### config.mk
export PLATFORM = sky130hd
export DESIGN_NAME = rom_arbiter
export DESIGN_NICKNAME = d
export VERILOG_FILES = /design/src/rtl/rom_arbiter.sv
export SDC_FILE = /design/constraint.sdc
export NUM_CORES = 1
export LEC_CHECK = 0
export ABC_AREA = 1
export BUFFER_PORTS_ARGS = -buffer_cell sky130_fd_sc_hd__buf_2
export CAP_MARGIN = 10
export CORE_MARGIN = 4
export CORE_UTILIZATION = 48
export CTS_BUF_LIST = sky130_fd_sc_hd__clkbuf_8
export DETAILED_ROUTE_END_ITERATION = 7
export HOLD_SLACK_MARGIN = 0.1
export PLACE_DENSITY = 0.81
export SKIP_LAST_GASP = 1
export SLEW_MARGIN = 5
export SYNTH_ARGS = -nofsm -noshare
export SYNTH_HDL_FRONTEND = slang
export SYNTH_SLANG_ARGS = --single-unit
### constraint.sdc
create_clock -name clk -period 1.5 [get_ports clk]
set_clock_uncertainty 0.2 [all_clocks]
set_input_delay 0 -clock clk [delete_from_list [all_inputs] [get_ports clk]]
set_output_delay 0 -clock clk [all_outputs]
set_load 0.01 [all_outputs]
### src/rtl/rom_arbiter.sv
`timescale 1ns/1ps
// Purpose: round-robin arbiter giving two requesters shared, one-at-a-time reads of an 8-entry one-hot ROM.
// Latency: response valid LAT+2 cycles after the accept cycle; one transaction per LAT+3 cycles back-to-back.
// Backpressure: the response is held in RESP until rsp_ready; new requests wait (ready low) until back in IDLE.
//
// Ports:
//   clk, rst                     single clock, synchronous active-high reset
//   reqN_valid / reqN_idx        read request from requester N (entry 0..7)
//   reqN_ready                   combinational grant, only ever high in IDLE
//   rom_en / rom_address         one-cycle ROM enable with one-hot select (idx 0 -> 8'h80)
//   rom_data                     registered ROM output, valid LAT cycles after the issue edge
//   rsp_valid/rsp_id/rsp_data    response to the owning requester, stable until rsp_ready
//   busy                         high whenever a transaction is in flight
module rom_arbiter #(
  parameter int LAT = 1  // ROM read latency, 1..4
) (
  input  logic       clk,
  input  logic       rst,
  input  logic       req0_valid,
  input  logic [2:0] req0_idx,
  output logic       req0_ready,
  input  logic       req1_valid,
  input  logic [2:0] req1_idx,
  output logic       req1_ready,
  output logic       rom_en,
  output logic [7:0] rom_address,
  input  logic [7:0] rom_data,
  output logic       rsp_valid,
  output logic       rsp_id,
  output logic [7:0] rsp_data,
  input  logic       rsp_ready,
  output logic       busy
);

  typedef enum logic [1:0] {
    IDLE  = 2'd0,
    ISSUE = 2'd1,
    WAIT  = 2'd2,
    RESP  = 2'd3
  } state_t;

  // WAIT lasts LAT cycles; the counter runs LAT-1 down to 0 and the ROM word
  // is captured on the cycle it reads 0.
  localparam logic [1:0] CNT_LOAD = 2'(LAT - 1);

  state_t     state;
  state_t     state_nxt;
  logic       last_grant;  // requester granted most recently
  logic [2:0] idx_q;       // index latched at accept; later idx changes are ignored
  logic       id_q;        // owner of the transaction in flight
  logic [1:0] cnt;
  logic [7:0] data_q;

  logic       grant_id;
  logic       accept;

  always_comb begin
    // Round-robin: a lone requester wins; on a tie the one not granted last wins.
    if (req0_valid && req1_valid) begin
      grant_id = ~last_grant;
    end else begin
      grant_id = req1_valid;
    end

    state_nxt   = state;
    accept      = 1'b0;
    req0_ready  = 1'b0;
    req1_ready  = 1'b0;
    rom_en      = 1'b0;
    rom_address = 8'h00;
    rsp_valid   = 1'b0;
    busy        = 1'b0;

    case (state)
      IDLE: begin
        if (req0_valid || req1_valid) begin
          accept     = 1'b1;
          req0_ready = ~grant_id;
          req1_ready = grant_id;
          state_nxt  = ISSUE;
        end
      end
      ISSUE: begin
        busy        = 1'b1;
        rom_en      = 1'b1;
        rom_address = 8'h80 >> idx_q;
        state_nxt   = WAIT;
      end
      WAIT: begin
        busy = 1'b1;
        if (cnt == 2'd0) begin
          state_nxt = RESP;
        end
      end
      RESP: begin
        busy      = 1'b1;
        rsp_valid = 1'b1;
        if (rsp_ready) begin
          state_nxt = IDLE;
        end
      end
      default: begin
        state_nxt = IDLE;
      end
    endcase

    // Outputs are forced quiet for the whole reset cycle, whatever state we
    // happen to be leaving, so nothing downstream sees a half-abandoned read.
    if (rst) begin
      accept      = 1'b0;
      req0_ready  = 1'b0;
      req1_ready  = 1'b0;
      rom_en      = 1'b0;
      rom_address = 8'h00;
      rsp_valid   = 1'b0;
      busy        = 1'b0;
    end
  end

  always_ff @(posedge clk) begin
    if (rst) begin
      state      <= IDLE;
      last_grant <= 1'b1;  // requester 0 wins the first tie
      cnt        <= 2'd0;
      data_q     <= 8'h00;
      id_q       <= 1'b0;
      idx_q      <= 3'd0;
    end else begin
      state <= state_nxt;

      if (accept) begin
        idx_q      <= grant_id ? req1_idx : req0_idx;
        id_q       <= grant_id;
        last_grant <= grant_id;
      end

      if (state == ISSUE) begin
        cnt <= CNT_LOAD;
      end else if (state == WAIT && cnt != 2'd0) begin
        cnt <= cnt - 2'd1;
      end

      if (state == WAIT && cnt == 2'd0) begin
        data_q <= rom_data;
      end
    end
  end

  assign rsp_id   = id_q;
  assign rsp_data = data_q;

endmodule
Word-level counts from Yosys, hierarchy flattened
Cells that the tools add are included.
Widths: inputs -> output; s select.

storage, ports and cells
  flip-flop bits (word level) = 17
  output and inout bits = 22
  bits of input ports = 19
  logic and storage cells = 49

cells by class
  shift-type cells = 1
  multiplexer cells = 23
  reduce and logical (&&, ||, !) cells = 10
  add/subtract/negate cells = 1
  equality and inequality tests = 6
  bitwise gates (word level) = 2

operators by type and width
  operator             count
  $mux 1               16
  $mux 8               2
  $pmux 2 s4           1
  $shr 8x3->8 const A  1
  $mux 2               3
  $ne 2x2->1 const B   3
  $eq 2x2->1 const B   2
  $logic_not 2->1      2
  $logic_and 1x1->1    3
  $mux 3               1
  $reduce_and 3->1     1
  $reduce_or 3->1      1
  $eq 2x1->1 const B   1
  $not 1->1            2
  $reduce_bool 2->1    1
  $reduce_or 2->1      1
  $sub 2x1->2 const B  1
  $logic_or 1x1->1     1

Longest topological paths before layout
  word-level depth = 6
  depth in mapped cells = 8
  depth with buffers taken out = 8

Worst setup path before layout
OpenSTA, ideal clock, no wires.

  kind = register -> register
  start point = register state[0]
  end point = register data_q[0] (netlist: rsp_data[0])
  setup slack = 122 ps
  library setup time = 116 ps
  arrival = 1062 ps
  data required time = 1184 ps
  buffers on the path = 0
  stages on the path, launching flop included = 7
  cells stage by stage = dfxtp_1 inv_1 ha_1 nand2_1 inv_1 nor2_1 nor2_1

between the ends
  word-level cells in the longest chain between the ends = 2

RTL lines
  element                 RTL line  RTL
  start, declared         46        state_t state;
  start signal, assigned  129       state <= state_nxt;
  $eq 2x2->1              143       if (state == WAIT && cnt == 2'd0) begin
  $logic_and 1x1->1       143
  end signal, assigned    144       data_q <= rom_data;
  end, declared           52        logic [7:0] data_q;

Every way passes these cells.
A chain may end at the register's enable or synchronous reset.

Worst setup path after layout
  start point = register state[0]
  end point = output req0_ready

between the ends
  word-level cells in the longest chain between the ends = 3

RTL lines
  element          RTL line  RTL
  $logic_not 2->1  74        case (state)
  $mux 1           74
  $mux 1           109       if (rst) begin
  end, declared    21        output logic req0_ready,

Every way passes these cells.

==> summary.txt <==
synth-to-layout area growth -> 72.8%
post-layout min period -> 1.59 ns
worst slew margin relative to its limit -> 74.0%
number of DRC violations after detailed routing -> 0
global-route met1 utilization -> 28.5%
Antenna Cells -> 0
PnR Total Power -> 2.39 mW
kind of end point of the critical path -> output pin
number of flops mapped to enable cells by yosys -> 0
maximum fanout along the worst path -> 4
Max stage delay cell, worst path -> sky130_fd_sc_hd__dfxtp_4
y dimension of the die -> 51.4 um
maximum cell stage delay along the critical path -> 0.38 ns
most instantiated cells after synthesis -> sky130_fd_sc_hd__nor2_1 (35), sky130_fd_sc_hd__nand2_1 (26), sky130_fd_sc_hd__inv_1 (23)
design area -> 1570 sq um
number of CTS-inserted buffers -> 3
Netlist cell types -> 17
first-pass GRT wire length -> 5.11 mm
HPWL Detailed -> 1.68 mm
net switching power of the design -> 1.04 mW
vias per std cell -> 5.38
post-synthesis sequential area ratio -> 37.6%
detailed router's first-iteration violation count -> 40
Max Cap Violations -> 0
area of placed instances -> 1130 sq um
routability congestion estimate from global placement -> 0.821
maximum count of clock buffers along a single path -> 2
critical path type -> flop to output pin
Post-Syn Area per Cell -> 6.56 sq um
power density relative to cell area -> 1530 nW/um^2
per-cell routed wire length -> 17.6 um
number of nets produced by synthesis -> 163
buffer type at the clock tree root -> sky130_fd_sc_hd__clkbuf_8
run status -> complete, but fails checks
biggest area contributors in the synthesized netlist -> sky130_fd_sc_hd__dfxtp_1 (38%), sky130_fd_sc_hd__nor2_1 (15%), sky130_fd_sc_hd__nand2_1 (11%), sky130_fd_sc_hd__inv_1 (9.5%), sky130_fd_sc_hd__ha_1 (8.3%)
cell accounting for the most synthesized area -> sky130_fd_sc_hd__dfxtp_1
number of H-tree levels -> 1
total leakage power -> 0.806 nW
io pins -> 41
combinational cell fraction of total power -> 55.3%
Min-Delay Path Class -> primary input to output pin
Top Family by Delay on Critical Path -> flip-flops
share of synthesized registers carrying an async set or reset -> 0%
final-stage net count -> 235
insertion delay to the later sink of the worst-skew pair -> 0.25 ns
violations in the final reports -> setup timing
Total Routed Length -> 4.11 mm
fraction of final layout cells sized beyond drive strength 1 -> 40.7%
Sinks on Clock Net -> 17
Worst EP required -> 1.30 ns
post-synthesis instance area -> 906 sq um
area share of the leading cell type in the synthesized netlist -> 37.6%
proportion of power drawn by flip-flops and latches -> 30.1%
placed insts -> 202
initial antenna violation count -> 0
share of the clock period used by the worst path after layout -> 106%
cell with the most instances after synthesis -> sky130_fd_sc_hd__nor2_1
Gate Count Post-Synth -> 138
portion of total power attributed to the clock network -> 14.6%
Switching Fraction -> 43.7%
die extent in x -> 51.4 um
layer with the highest usage after global routing -> met2
Core ar. -> 1760 sq um
Worst Tran Pin Value -> 0.388 ns
GRT Total Usage -> 25.7%
Pre-Repair DR Iteration Count -> 4
total die area -> 2650 sq um
clock tree from TritonCTS -> built
most used flip-flop cell after synthesis -> sky130_fd_sc_hd__dfxtp_1
internal cell power -> 1.35 mW
smallest setup slack after layout -> -0.0929 ns
count of state elements after synthesis -> 17
Setup violations, final -> 8
effective utilization at floorplan -> 51.3%
maximum number of pins on one net before global-route repair -> 11
arrival time worst endpoint -> 1.39 ns
final global-route overflow total -> 0
count of fill cells added during filler insertion -> 101
worst path buffer plus inverter count -> 3
met2 routing resource usage after global routing -> 46.6%
final hold vios -> 0
Detail Route Antenna Nets -> 0
Post-Layout Cell Count -> 234
element type at the critical path start -> flop
standard-cell rows -> 15
final max-slew violation count -> 0
FF-to-FF setup slack -> -0.04 ns
peak supply drop -> 1.21 mV
total number of vias -> 1260
sequence of cells on the critical path -> inv_4, ha_4, nand2_4, nor2_4, inv_2, nor2_2, buf_2
unrepaired setup endpoints after global routing -> true
met3 demand-to-capacity share in global routing -> 3.50%
yosys warns -> 0
peak clock frequency supported by timing -> 628 MHz
clock slew seen by the registers of the worst setup and hold paths -> 0.07 ns
number of global-route vias before repair -> 1161
IO Port Bufs -> 40
==> kinds of logic (layout without fill, tap and decap cells) <==
| logic type | count (synthesis) | count (layout) | synth area share (%) |
|---|---|---|---|
| AO/OA/AOI/OAI | 14 | 14 | 8.01 |
| buffers and inverters | 27 | 98 | 12.3 |
| AND/OR/NAND/NOR | 74 | 74 | 33.8 |
| adder cells (fa/ha/maj) | 6 | 6 | 8.29 |
| flip-flops | 17 | 17 | 37.6 |
==> registers in the layout (all words and copies together), names as in the netlist <==
name / cells
last_grant: 1
state: 2
rsp_id: 1
idx_q: 3
rsp_data: 8
cnt: 2
==> worst reg2reg max path, cell delays in order (launching register included) <==
cell                      delay, ns
sky130_fd_sc_hd__dfxtp_2       0.35
sky130_fd_sc_hd__buf_4         0.13
sky130_fd_sc_hd__ha_2          0.20
sky130_fd_sc_hd__nand2_1       0.12
sky130_fd_sc_hd__buf_6         0.17
sky130_fd_sc_hd__o21ai_0       0.18
sky130_fd_sc_hd__nor2_1        0.07
==> timing repair <==
item	in CTS	in global routing
buffers inserted	6	2
gates resized for setup	11	36
pin swaps	2	9
hold buffers	21	0
gates cloned	0	0
hold endpoints to repair	15	0
endpoints found under the setup margin	10	21
==> final cells by class <==
cell class / count / area [sq um] / share of cell area, %
inverter: 25 / 103 / 6.55
clock inverter: 1 / 5.00 / 0.320
multi-input combinational: 94 / 556 / 35.5
timing repair buffer: 69 / 484 / 30.9
clock buffer: 3 / 41.3 / 2.64
sequential: 17 / 345 / 22.1
tap: 25 / 31.3 / 2.00
==> per-layer routing <==
metal  wire (um)  part of all wire, %  vias up
met4         254                  6.2        0
met5           0                    0        -
met2        2070                   50       96
met3         322                  7.8       32
li1            -                    -      560
met1        1470                   36      572
==> path summary, 6_finish.rpt <==
check | end | cells after the start | start
max | req0_ready | 7 | state[0]
min | rom_en | 3 | rst
max reg2reg | rsp_data[2] | 6 | state[1]
min reg2reg | cnt[0] | 2 | cnt[0]
==> stage by stage <==
step	util, %	worst slack, ns	setup TNS [ns]	hold slack (ns)
after floorplan	-	0.122	0	-0.0373
after global placement	64.0	0.105	0	0.0459
after detailed placement	64.0	0.0477	0	0.0565
after CTS	82.6	-0.00859	-0.0149	0.145
after global routing	88.7	-0.151	-1.28	0.210
final	88.7	-0.0929	-0.240	0.201
==> power by group through the flow <==
stage,Combinational (mW),Sequential (mW),Clock (mW)
after floorplan,0.506,0.717,0
after global placement,0.780,0.680,0
after detailed placement,0.806,0.688,0
after CTS,1.02,0.679,0.342
after global routing,1.42,0.734,0.380
final,1.32,0.719,0.350
==> cells in the final DEF, fill, tap and decap left out <==
cell type	instances
sky130_fd_sc_hd__nand3_1	6
sky130_fd_sc_hd__dfxtp_1	15
sky130_fd_sc_hd__buf_4	6
sky130_fd_sc_hd__o21ai_0	2
sky130_fd_sc_hd__ha_4	2
sky130_fd_sc_hd__nand2_4	2
sky130_fd_sc_hd__inv_4	3
sky130_fd_sc_hd__ha_1	3
sky130_fd_sc_hd__o21ai_1	5
sky130_fd_sc_hd__dlygate4sd3_1	21
sky130_fd_sc_hd__clkinv_2	2
sky130_fd_sc_hd__nand2_2	4
sky130_fd_sc_hd__nand4_1	2
sky130_fd_sc_hd__nor2_1	28
sky130_fd_sc_hd__o21ai_2	2
sky130_fd_sc_hd__nor2_4	2
sky130_fd_sc_hd__clkbuf_8	3
sky130_fd_sc_hd__a21oi_2	1
sky130_fd_sc_hd__ha_2	1
sky130_fd_sc_hd__a21oi_1	3
sky130_fd_sc_hd__inv_2	3
sky130_fd_sc_hd__nor2_2	8
sky130_fd_sc_hd__a211oi_2	1
sky130_fd_sc_hd__buf_2	39
sky130_fd_sc_hd__nand3_4	1
sky130_fd_sc_hd__buf_6	3
sky130_fd_sc_hd__inv_1	18
sky130_fd_sc_hd__dfxtp_2	1
sky130_fd_sc_hd__nand2_1	21
sky130_fd_sc_hd__dfxtp_4	1
No activity file was read; power rests on OpenSTA's default activity.
